[src/rtl/uart_bridge_pkg.sv]
// Shared definitions for the UART <-> crypter word bridge.
package uart_bridge_pkg;

    // Transmit sequencer states.
    typedef enum logic [1:0] {
        TX_IDLE = 2'd0,
        TX_SEND = 2'd1,
        TX_WAIT = 2'd2
    } tx_state_e;

    localparam int DEFAULT_WORD_BYTES = 4;

    // Bits needed to count 0 .. n-1 (at least one bit).
    function automatic int cnt_width(input int n);
        return (n < 2) ? 1 : $clog2(n);
    endfunction

endpackage

[src/rtl/word_tx_serializer.sv]
// Latches one word and feeds it MSB-first, byte by byte, into the UART transmitter.
module word_tx_serializer
    import uart_bridge_pkg::*;
#(
    parameter int WORD_BYTES = DEFAULT_WORD_BYTES
) (
    input  logic                    clk,
    input  logic                    rst,
    input  logic [8*WORD_BYTES-1:0] word_in,
    input  logic                    word_in_valid,
    output logic                    word_in_ready,
    output logic                    tx_start,
    output logic [7:0]              tx_data,
    input  logic                    tx_busy,
    input  logic                    tx_done_tick,
    output logic                    word_sent_tick
);

    localparam int IDX_W = cnt_width(WORD_BYTES);
    localparam logic [IDX_W-1:0] LAST_IDX = IDX_W'(WORD_BYTES - 1);

    tx_state_e               state_q, state_d;
    logic [IDX_W-1:0]        idx_q, idx_d;
    logic [8*WORD_BYTES-1:0] word_q, word_d;
    logic                    tx_start_q, tx_start_d;
    logic [7:0]              tx_data_q, tx_data_d;
    logic                    sent_q, sent_d;
    logic [7:0]              cur_byte;

    // Byte mux: idx 0 selects the most significant byte of the latched word.
    always_comb begin
        cur_byte = word_q[8*WORD_BYTES-1 -: 8];
        for (int i = 0; i < WORD_BYTES; i++) begin
            if (idx_q == IDX_W'(i)) begin
                cur_byte = word_q[8*(WORD_BYTES-1-i) +: 8];
            end
        end
    end

    // Next-state and output logic of the transmit sequencer.
    always_comb begin
        // NOTE: every signal gets a default first, so no branch leaves one unassigned and no latch is inferred.
        state_d    = state_q;
        idx_d      = idx_q;
        word_d     = word_q;
        tx_start_d = 1'b0;
        tx_data_d  = tx_data_q;
        sent_d     = 1'b0;
        unique case (state_q)
            TX_IDLE: begin
                if (word_in_valid) begin
                    word_d  = word_in;
                    idx_d   = '0;
                    state_d = TX_SEND;
                end
            end
            TX_SEND: begin
                if (!tx_busy) begin
                    tx_start_d = 1'b1;
                    tx_data_d  = cur_byte;
                    state_d    = TX_WAIT;
                end
            end
            TX_WAIT: begin
                // tx_busy is deliberately ignored here; only the done tick advances.
                if (tx_done_tick) begin
                    if (idx_q == LAST_IDX) begin
                        sent_d  = 1'b1;
                        state_d = TX_IDLE;
                    end else begin
                        idx_d   = idx_q + IDX_W'(1);
                        state_d = TX_SEND;
                    end
                end
            end
            default: state_d = TX_IDLE;
        endcase
    end

    // State, word latch and registered UART-facing outputs.
    always_ff @(posedge clk or negedge rst) begin
        if (!rst) begin
            state_q    <= TX_IDLE;
            idx_q      <= '0;
            word_q     <= '0;
            tx_start_q <= 1'b0;
            tx_data_q  <= 8'h00;
            sent_q     <= 1'b0;
        end else begin
            // NOTE: non-blocking assignments so every flop samples the pre-edge values.
            state_q    <= state_d;
            idx_q      <= idx_d;
            word_q     <= word_d;
            tx_start_q <= tx_start_d;
            tx_data_q  <= tx_data_d;
            sent_q     <= sent_d;
        end
    end

    assign word_in_ready  = (state_q == TX_IDLE);
    assign tx_start       = tx_start_q;
    assign tx_data        = tx_data_q;
    assign word_sent_tick = sent_q;

endmodule

[src/rtl/uart_word_bridge.sv]
// Byte/word bridge: packs UART RX bytes into words and serializes words to the UART TX.
module uart_word_bridge
    import uart_bridge_pkg::*;
#(
    parameter int WORD_BYTES = DEFAULT_WORD_BYTES,
    parameter int RX_TIMEOUT = 1_000_000
) (
    input  logic                    clk,
    input  logic                    rst,
    input  logic                    rx_readable,
    input  logic [7:0]              rx_data,
    output logic                    rx_used_tick,
    output logic [8*WORD_BYTES-1:0] word_out,
    output logic                    word_valid,
    input  logic                    word_ready,
    output logic                    rx_timeout_tick,
    input  logic [8*WORD_BYTES-1:0] word_in,
    input  logic                    word_in_valid,
    output logic                    word_in_ready,
    output logic                    tx_start,
    output logic [7:0]              tx_data,
    input  logic                    tx_busy,
    input  logic                    tx_done_tick,
    output logic                    word_sent_tick
);

    localparam int WORD_BITS = 8 * WORD_BYTES;
    localparam int CNT_W     = cnt_width(WORD_BYTES);
    localparam int TMO_W     = cnt_width(RX_TIMEOUT);
    localparam logic [CNT_W-1:0] LAST_BYTE = CNT_W'(WORD_BYTES - 1);
    localparam logic [TMO_W-1:0] TMO_LAST  = TMO_W'(RX_TIMEOUT - 1);

    logic [WORD_BITS-1:0] word_q, word_d;
    logic [CNT_W-1:0]     byte_cnt_q, byte_cnt_d;
    logic [TMO_W-1:0]     tmo_cnt_q, tmo_cnt_d;
    logic                 valid_q, valid_d;
    logic                 used_q, used_d;
    logic                 tmo_tick_q, tmo_tick_d;
    logic                 accept;
    logic                 expire;

    // RX packing, word handshake and inter-byte timeout.
    always_comb begin
        // The used-tick term blocks a second read while the UART flag is still clearing.
        accept = rx_readable && !used_q && !valid_q;
        // A byte in the expiry cycle wins over the timeout.
        expire = (RX_TIMEOUT != 0) && !accept && (byte_cnt_q != '0) && (tmo_cnt_q == TMO_LAST);

        word_d     = word_q;
        byte_cnt_d = byte_cnt_q;
        tmo_cnt_d  = '0;
        valid_d    = valid_q;
        used_d     = accept;
        tmo_tick_d = expire;

        if (valid_q && word_ready) begin
            valid_d = 1'b0;
        end

        if (accept) begin
            word_d = {word_q[WORD_BITS-9:0], rx_data};
            if (byte_cnt_q == LAST_BYTE) begin
                byte_cnt_d = '0;
                valid_d    = 1'b1;
            end else begin
                byte_cnt_d = byte_cnt_q + CNT_W'(1);
            end
        end else if (expire) begin
            byte_cnt_d = '0;
        end else if (byte_cnt_q != '0) begin
            tmo_cnt_d = tmo_cnt_q + TMO_W'(1);
        end
    end

    // RX-side registers.
    always_ff @(posedge clk or negedge rst) begin
        if (!rst) begin
            word_q     <= '0;
            byte_cnt_q <= '0;
            tmo_cnt_q  <= '0;
            valid_q    <= 1'b0;
            used_q     <= 1'b0;
            tmo_tick_q <= 1'b0;
        end else begin
            word_q     <= word_d;
            byte_cnt_q <= byte_cnt_d;
            tmo_cnt_q  <= tmo_cnt_d;
            valid_q    <= valid_d;
            used_q     <= used_d;
            tmo_tick_q <= tmo_tick_d;
        end
    end

    assign rx_used_tick    = used_q;
    assign word_out        = word_q;
    assign word_valid      = valid_q;
    assign rx_timeout_tick = tmo_tick_q;

    word_tx_serializer #(
        .WORD_BYTES(WORD_BYTES)
    ) u_tx (
        .clk           (clk),
        .rst           (rst),
        .word_in       (word_in),
        .word_in_valid (word_in_valid),
        .word_in_ready (word_in_ready),
        .tx_start      (tx_start),
        .tx_data       (tx_data),
        .tx_busy       (tx_busy),
        .tx_done_tick  (tx_done_tick),
        .word_sent_tick(word_sent_tick)
    );

endmodule

[config.mk]
export PLATFORM = sky130hd
export DESIGN_NAME = uart_word_bridge
export DESIGN_NICKNAME = d
export VERILOG_FILES = /design/src/rtl/uart_bridge_pkg.sv /design/src/rtl/word_tx_serializer.sv /design/src/rtl/uart_word_bridge.sv
export SDC_FILE = /design/constraint.sdc
export NUM_CORES = 1
export LEC_CHECK = 0
export BUFFER_PORTS_ARGS = -buffer_cell sky130_fd_sc_hd__buf_2
export CAP_MARGIN = 30
export CORE_MARGIN = 10
export CORE_UTILIZATION = 55
export CTS_CLUSTER_SIZE = 40
export DETAILED_ROUTE_END_ITERATION = 8
export HOLD_SLACK_MARGIN = 0.15
export PLACE_DENSITY = 0.8
export SYNTH_ARGS = -nofsm -noshare
export SYNTH_HDL_FRONTEND = slang
export SYNTH_HIERARCHICAL = 1
export SYNTH_SLANG_ARGS = --single-unit
[constraint.sdc]
create_clock -name clk -period 2.65 [get_ports clk]
set_input_delay 0.6625 -clock clk [delete_from_list [all_inputs] [get_ports clk]]
set_output_delay 0.6625 -clock clk [all_outputs]
set_load 0.005 [all_outputs]
=== After elaboration in Yosys (flattened, before gate mapping) ===
Index checks and enable logic that the tools add are counted.

* Muxes and demuxes: 26
* Eq/ne operators: 11
* Bitwise logic cells: 1
* Reduce and logical (&&, ||, !) cells: 16
* $add $sub $neg: 3

{| class="wikitable"
|+ Operators with widths
! cell !! count
|-
| $mux W20 || 3
|-
| $mux W8 || 3
|-
| $add A20 B1 Y20 const B || 1
|-
| $eq A20 B20 Y1 const B || 1
|-
| $mux W2 || 9
|-
| $mux W1 || 9
|-
| $eq A2 B2 Y1 const B || 4
|-
| $ne A2 B2 Y1 const B || 4
|-
| $pmux W2 S3 || 1
|-
| $reduce_bool A2 Y1 || 3
|-
| $logic_and A1 B1 Y1 || 5
|-
| $add A2 B1 Y2 const B || 2
|-
| $eq A2 B1 Y1 const B || 2
|-
| $pmux W2 S2 || 1
|-
| $reduce_and A2 Y1 || 2
|-
| $reduce_and A4 Y1 || 1
|-
| $logic_not A1 Y1 || 3
|-
| $reduce_and A3 Y1 || 1
|-
| $logic_not A2 Y1 || 1
|-
| $not A1 Y1 || 1
|}

* Register bits after elaboration: 103
* Bits of input ports: 47
* Output and inout port bits: 46
* Word-level logic and storage cells: 69

=== Longest topological paths before layout ===
* Word-level depth: 8
* Depth in mapped cells: 6
* Depth with buffers taken out: 5

=== Hierarchy ===
Netlist, hierarchy kept.

{| class="wikitable"
|+ Modules (own cells, without submodules)
! module !! instances !! sequential area each (sq um) !! cells each !! area each (sq um)
|-
| uart_word_bridge || 1 || 1426.4 || 200 || 2447.3
|-
| word_tx_serializer || 1 || 1151.1 || 157 || 2210.9
|}

=== Worst setup path after synthesis ===
No wires, ideal clock.

* Path kind: input-to-reg
* Start point: input rx_readable
* End point: register word_q[13], in the netlist word_out[13]
* Setup time: 0.125 ns
* Stages on the path: 4
* Required time: 2.525 ns
* Path slack: 0.615 ns
* Arrival: 1.910 ns
* Path buffers: 2
* Cell sequence: nor3b_1 clkbuf_1 buf_2 mux2_2

* Cells in the longest elaborated chain, start to end: 2

{| class="wikitable"
|+ Ends and longest elaborated chain
! what !! line !! text
|-
| start, declared || uart_word_bridge.sv:10 || <nowiki>input logic rx_readable,</nowiki>
|-
| $logic_and A1 B1 Y1 (2 in a row) || uart_word_bridge.sv:45 || <nowiki>accept = rx_readable && !used_q && !valid_q;</nowiki>
|-
| net accept || uart_word_bridge.sv:39 || <nowiki>logic accept;</nowiki>
|-
| end signal, assigned || uart_word_bridge.sv:85 || <nowiki>word_q <= word_d;</nowiki>
|-
| end, declared || uart_word_bridge.sv:33 || <nowiki>logic [WORD_BITS-1:0] word_q, word_d;</nowiki>
|}

The timed path passes the listed nets, and every way through them passes these cells.
A chain may end at the register's enable or synchronous reset.

=== Final worst setup path ===
* Start point: register tmo_cnt_q[0]
* End point: register tmo_cnt_q[17]

* Cells in the longest elaborated chain, start to end: 4
* Elaborated cells on any way between the ends: 6
* Those cells by class: add/sub (1); eq/ne (1); mux (3); reduce/logical (1)

{| class="wikitable"
|+ Ends and longest elaborated chain
! what !! line !! text
|-
| start, declared || uart_word_bridge.sv:35 || <nowiki>logic [TMO_W-1:0] tmo_cnt_q, tmo_cnt_d;</nowiki>
|-
| start signal, assigned || uart_word_bridge.sv:87 || <nowiki>tmo_cnt_q <= tmo_cnt_d;</nowiki>
|-
| $add A20 B1 Y20 / $eq A20 B20 Y1 (equally long branches) || uart_word_bridge.sv:71, uart_word_bridge.sv:47 ||
|-
| $mux W20 / $logic_and A1 B1 Y1 (equally long branches) || uart_word_bridge.sv:70, uart_word_bridge.sv:47 ||
|-
| $mux W20 (*) || uart_word_bridge.sv:68 || <nowiki>end else if (expire) begin</nowiki>
|-
| $mux W20 (*) || uart_word_bridge.sv:60 || <nowiki>if (accept) begin</nowiki>
|-
| net tmo_cnt_d[17] || uart_word_bridge.sv:35 ||
|}

The timed path passes the listed nets; every way through them passes the cells marked *.

==> results.md <==
- First DRT Iteration DRCs: 133
- Internal reg-to-reg setup slack: 440 ps
- Clk sink count: 103
- Chip width: 112 um
- Post-CTS setup buffers: 0
- CTS-repair resized insts: 0
- Unrepaired setup endpoints after global routing: no
- Clock-pin slew reported for the worst setup and hold paths after clock tree synthesis: 100 ps
- Classification of the worst-slack hold path: in -> async
- Share of the synthesized area in the top cell type: 55.3%
- Routed length on met3: 545 um
- Wirelength per Cell: 16.7 um
- VDD IR max: 0.638 mV
- CP max stage delay: 570 ps
- Worst path bufs/invs: 1
- Library cell used as clock root buffer: sky130_fd_sc_hd__clkbuf_8
- Data arrival time of the worst path: 2460 ps
- Number of enable flip-flop cells after synthesis: 0
- Avg Synthesized Cell Area: 13.0 sq um
- Cells along the critical path: ha_1 > nand4_1 > or4_1 > o21ai_2 > buf_4 > a21oi_1
- R2R depth: 6
- H-tree depth: 3
- Normalized max-slew margin: 53.4%
- Outcome: finished clean
- Die ar.: 0.0126 sq mm
- Via count of the first global-routing pass: 3127
- Leak: 2.42 nW
- Hold violation count in the final report: 0
- Number of pins exceeding their max-slew limit in the final report: 0
- Insertion delay of the later-clocked pin in the worst-skew pair: 380 ps
- Number of optimization iterations in the first detailed-route pass: 4
- Netlist Area Pre-Place: 0.00466 sq mm
- Routability cong.: 0.869
- Share of the yosys chip area belonging to registers: 55.3%
- Capturing element type of the critical path: flip-flop
- Top-count cell post-synth: sky130_fd_sc_hd__dfrtp_1
- Core area: 0.00822 sq mm
- Cell count after synthesis: 357
- Total gr overflow: 0
- Combinational family with the most area after synthesis: multiplexers
- TNS Setup: 0 ps
- Number of synthesized register bits: 103
- Critical Path Start Type: flip-flop
- Startpoint of the worst register-to-register path: tmo_cnt_q[0]
- Initial antenna violation count: 0
- CP Data Required Time: 2900 ps
- Clock buffers created by TritonCTS: 9
- Final number of setup-violating endpoints: 0
- Largest delay share family, worst path: simple AND/OR/NAND/NOR gates
- CP Class: reg -> reg
- Wire length on met1: 4030 um
- Final critical-path share of the clock period: 83.6%
- Post-Syn Nets: 410
- Area fraction in compound gates after synthesis: 5.08%
- Count of different cell masters after synthesis: 49
- Vias per Instance: 5.41
- Height of the die: 112 um
- Ratio of total power to cell area: 1070 mW/mm^2
- Arithmetic-cell share of the synthesized area counting full adders, half adders and majority gates: 1.61%
- Maximum number of pins on one net before global-route repair: 104
- Worst clock skew: 14.8 ps
- Via total after detailed routing: 3020
- Number of placement rows: 33
- Biggest area contributors in the synthesized netlist: sky130_fd_sc_hd__dfrtp_1 55%, sky130_fd_sc_hd__mux2_2 10%, sky130_fd_sc_hd__mux2_4 9.7%
- Total routing usage reported by global routing: 15.2%
- Routed length on met2: 4560 um
- Slew at the pin with the worst max-slew slack: 699 ps
- Area added between synthesis and finish: 15.6%
- Final-stage net count: 501
- Cell type with the largest total area after synthesis: sky130_fd_sc_hd__dfrtp_1
- First-pass GRT wire length: 15800 um
- Minimum period implied by the final worst setup slack: 2210 ps
- End-of-flow core utilization: 65.5%
- I/O pins: 93
- Xor and xnor fraction of the mapped netlist area: 2.63%
- Endpoint of the worst-slack reg-to-reg timing path: tmo_cnt_q[17]
- Max capacitance violation total: 0
- Starting Density: 56.7%
- Simple-gate portion of the synthesized area: 11.7%
- Most used DFF post-synth: sky130_fd_sc_hd__dfrtp_1
- Critical path's slowest cell: sky130_fd_sc_hd__or4_1
- Routed Wire Length: 9310 um
- CTS tree: yes
- Share of post-route cells with drive strength above 1: 42.2%
- Antenna Nets Post-Route: 0
- Number of buffers inserted for hold repair after clock tree synthesis: 0
- Async SR Flop Fraction: 100%
- Maximum frequency from static timing analysis: 452 MHz
- Commonest cells in the synthesized netlist: 103 x sky130_fd_sc_hd__dfrtp_1, 42 x sky130_fd_sc_hd__mux2_2, 32 x sky130_fd_sc_hd__nor2_1
- DR DRC count: 0
- Max layer used: met4
- Maximum clock insertion buffer count: 2
- Synth warn: 6
- HPWL after detailed placement: 6760 um
- Maximum fanout along the worst path: 10
- Number of port buffers: 92
- Fraction of synthesized area in multiplexers: 20.3%
- Count of inserted antenna diode cells: 0
-- kinds of logic (layout without fill, tap and decap cells) --
| logic type | Yosys count | after routing |
|---|---|---|
| multiplexers | 74 | 74 |
| AND/OR/NAND/NOR | 99 | 99 |
| adder cells (fa/ha/maj) | 6 | 6 |
| XOR/XNOR | 14 | 14 |
| buffers and inverters | 25 | 121 |
| AO/OA/AOI/OAI | 36 | 36 |
| flip-flops | 103 | 103 |
-- report_power, final --
group | total (W) | switching, W | internal, W
Combinational | 0.00214 | 0.000897 | 0.00124
Clock | 0.00104 | 0.000580 | 0.000456
Sequential | 0.00260 | 0.000399 | 0.00220
-- how the worst max path moves through the flow --
stage | startpoint | endpoint | cells after the start
floorplan | rx_readable | word_out[13] | 4
finish | tmo_cnt_q[0] | tmo_cnt_q[17] | 6
detailed placement | tmo_cnt_q[0] | tmo_cnt_q[17] | 6
global placement | tmo_cnt_q[0] | tmo_cnt_q[17] | 6
CTS | tmo_cnt_q[0] | tmo_cnt_q[17] | 6
global route | tmo_cnt_q[0] | tmo_cnt_q[13] | 6
-- registers in the layout, indices dropped and copies added, names as in the netlist --
name and flops:
byte_cnt_q 2, rx_timeout_tick 1, rx_used_tick 1, tmo_cnt_q 20
u_tx/idx_q 2, u_tx/state_q 2, u_tx/tx_data 8, u_tx/tx_start 1
u_tx/word_q 32, u_tx/word_sent_tick 1, word_out 32, word_valid 1
-- final cells by class --
type                       count  area, sq um
clock buffer                   9          124
inverter                      10         37.5
sequential                   103         2580
timing repair buffer          95          498
tap                          105          131
clock inverter                 7         90.1
multi-input combinational    229         1930
fill                         618         2830
-- layer usage --
metal / vias to the layer above / GRT usage, %
met5: - / 0
met4: 0 / 5.67
met3: 11 / 5.22
met1: 1493 / 18.2
li1: 1447 / -
met2: 69 / 25.0
-- cells in the final DEF (no fill, tap or decap), drive strengths merged, types with 5 or more instances in the layout --
master,count
dfrtp,103
buf,95
mux2,72
nor2,33
nand2,17
inv,12
xnor2,10
a21oi,9
clkbuf,9
nand2b,8
o211ai,8
a31oi,8
nand3,6
ha,6
nor4,5
nand4,5
-- stage by stage --
step                      area, sq um  setup WS, ps  total power, W  hold WS (ps)  cells
after floorplan                  4660           615         0.00410           367    357
after global placement           5170           574         0.00469           466    542
after detailed placement         5170           460         0.00481           484    542
after CTS                        5380           439         0.00584           355    558
after global routing             5380           312         0.00619           354    558
final                            5380           435         0.00577           337    558
-- worst reg2reg max path, delay by kind of cell, from the launching register on --
family                     cells  cell delay (ps)
AOI/OAI and AO/OA              2              400
buffers and inverters          1              240
adders and majority gates      1              240
and+or+nand+nor                2              810
DFF                            1              400
No activity file was read; power rests on OpenSTA's default activity.
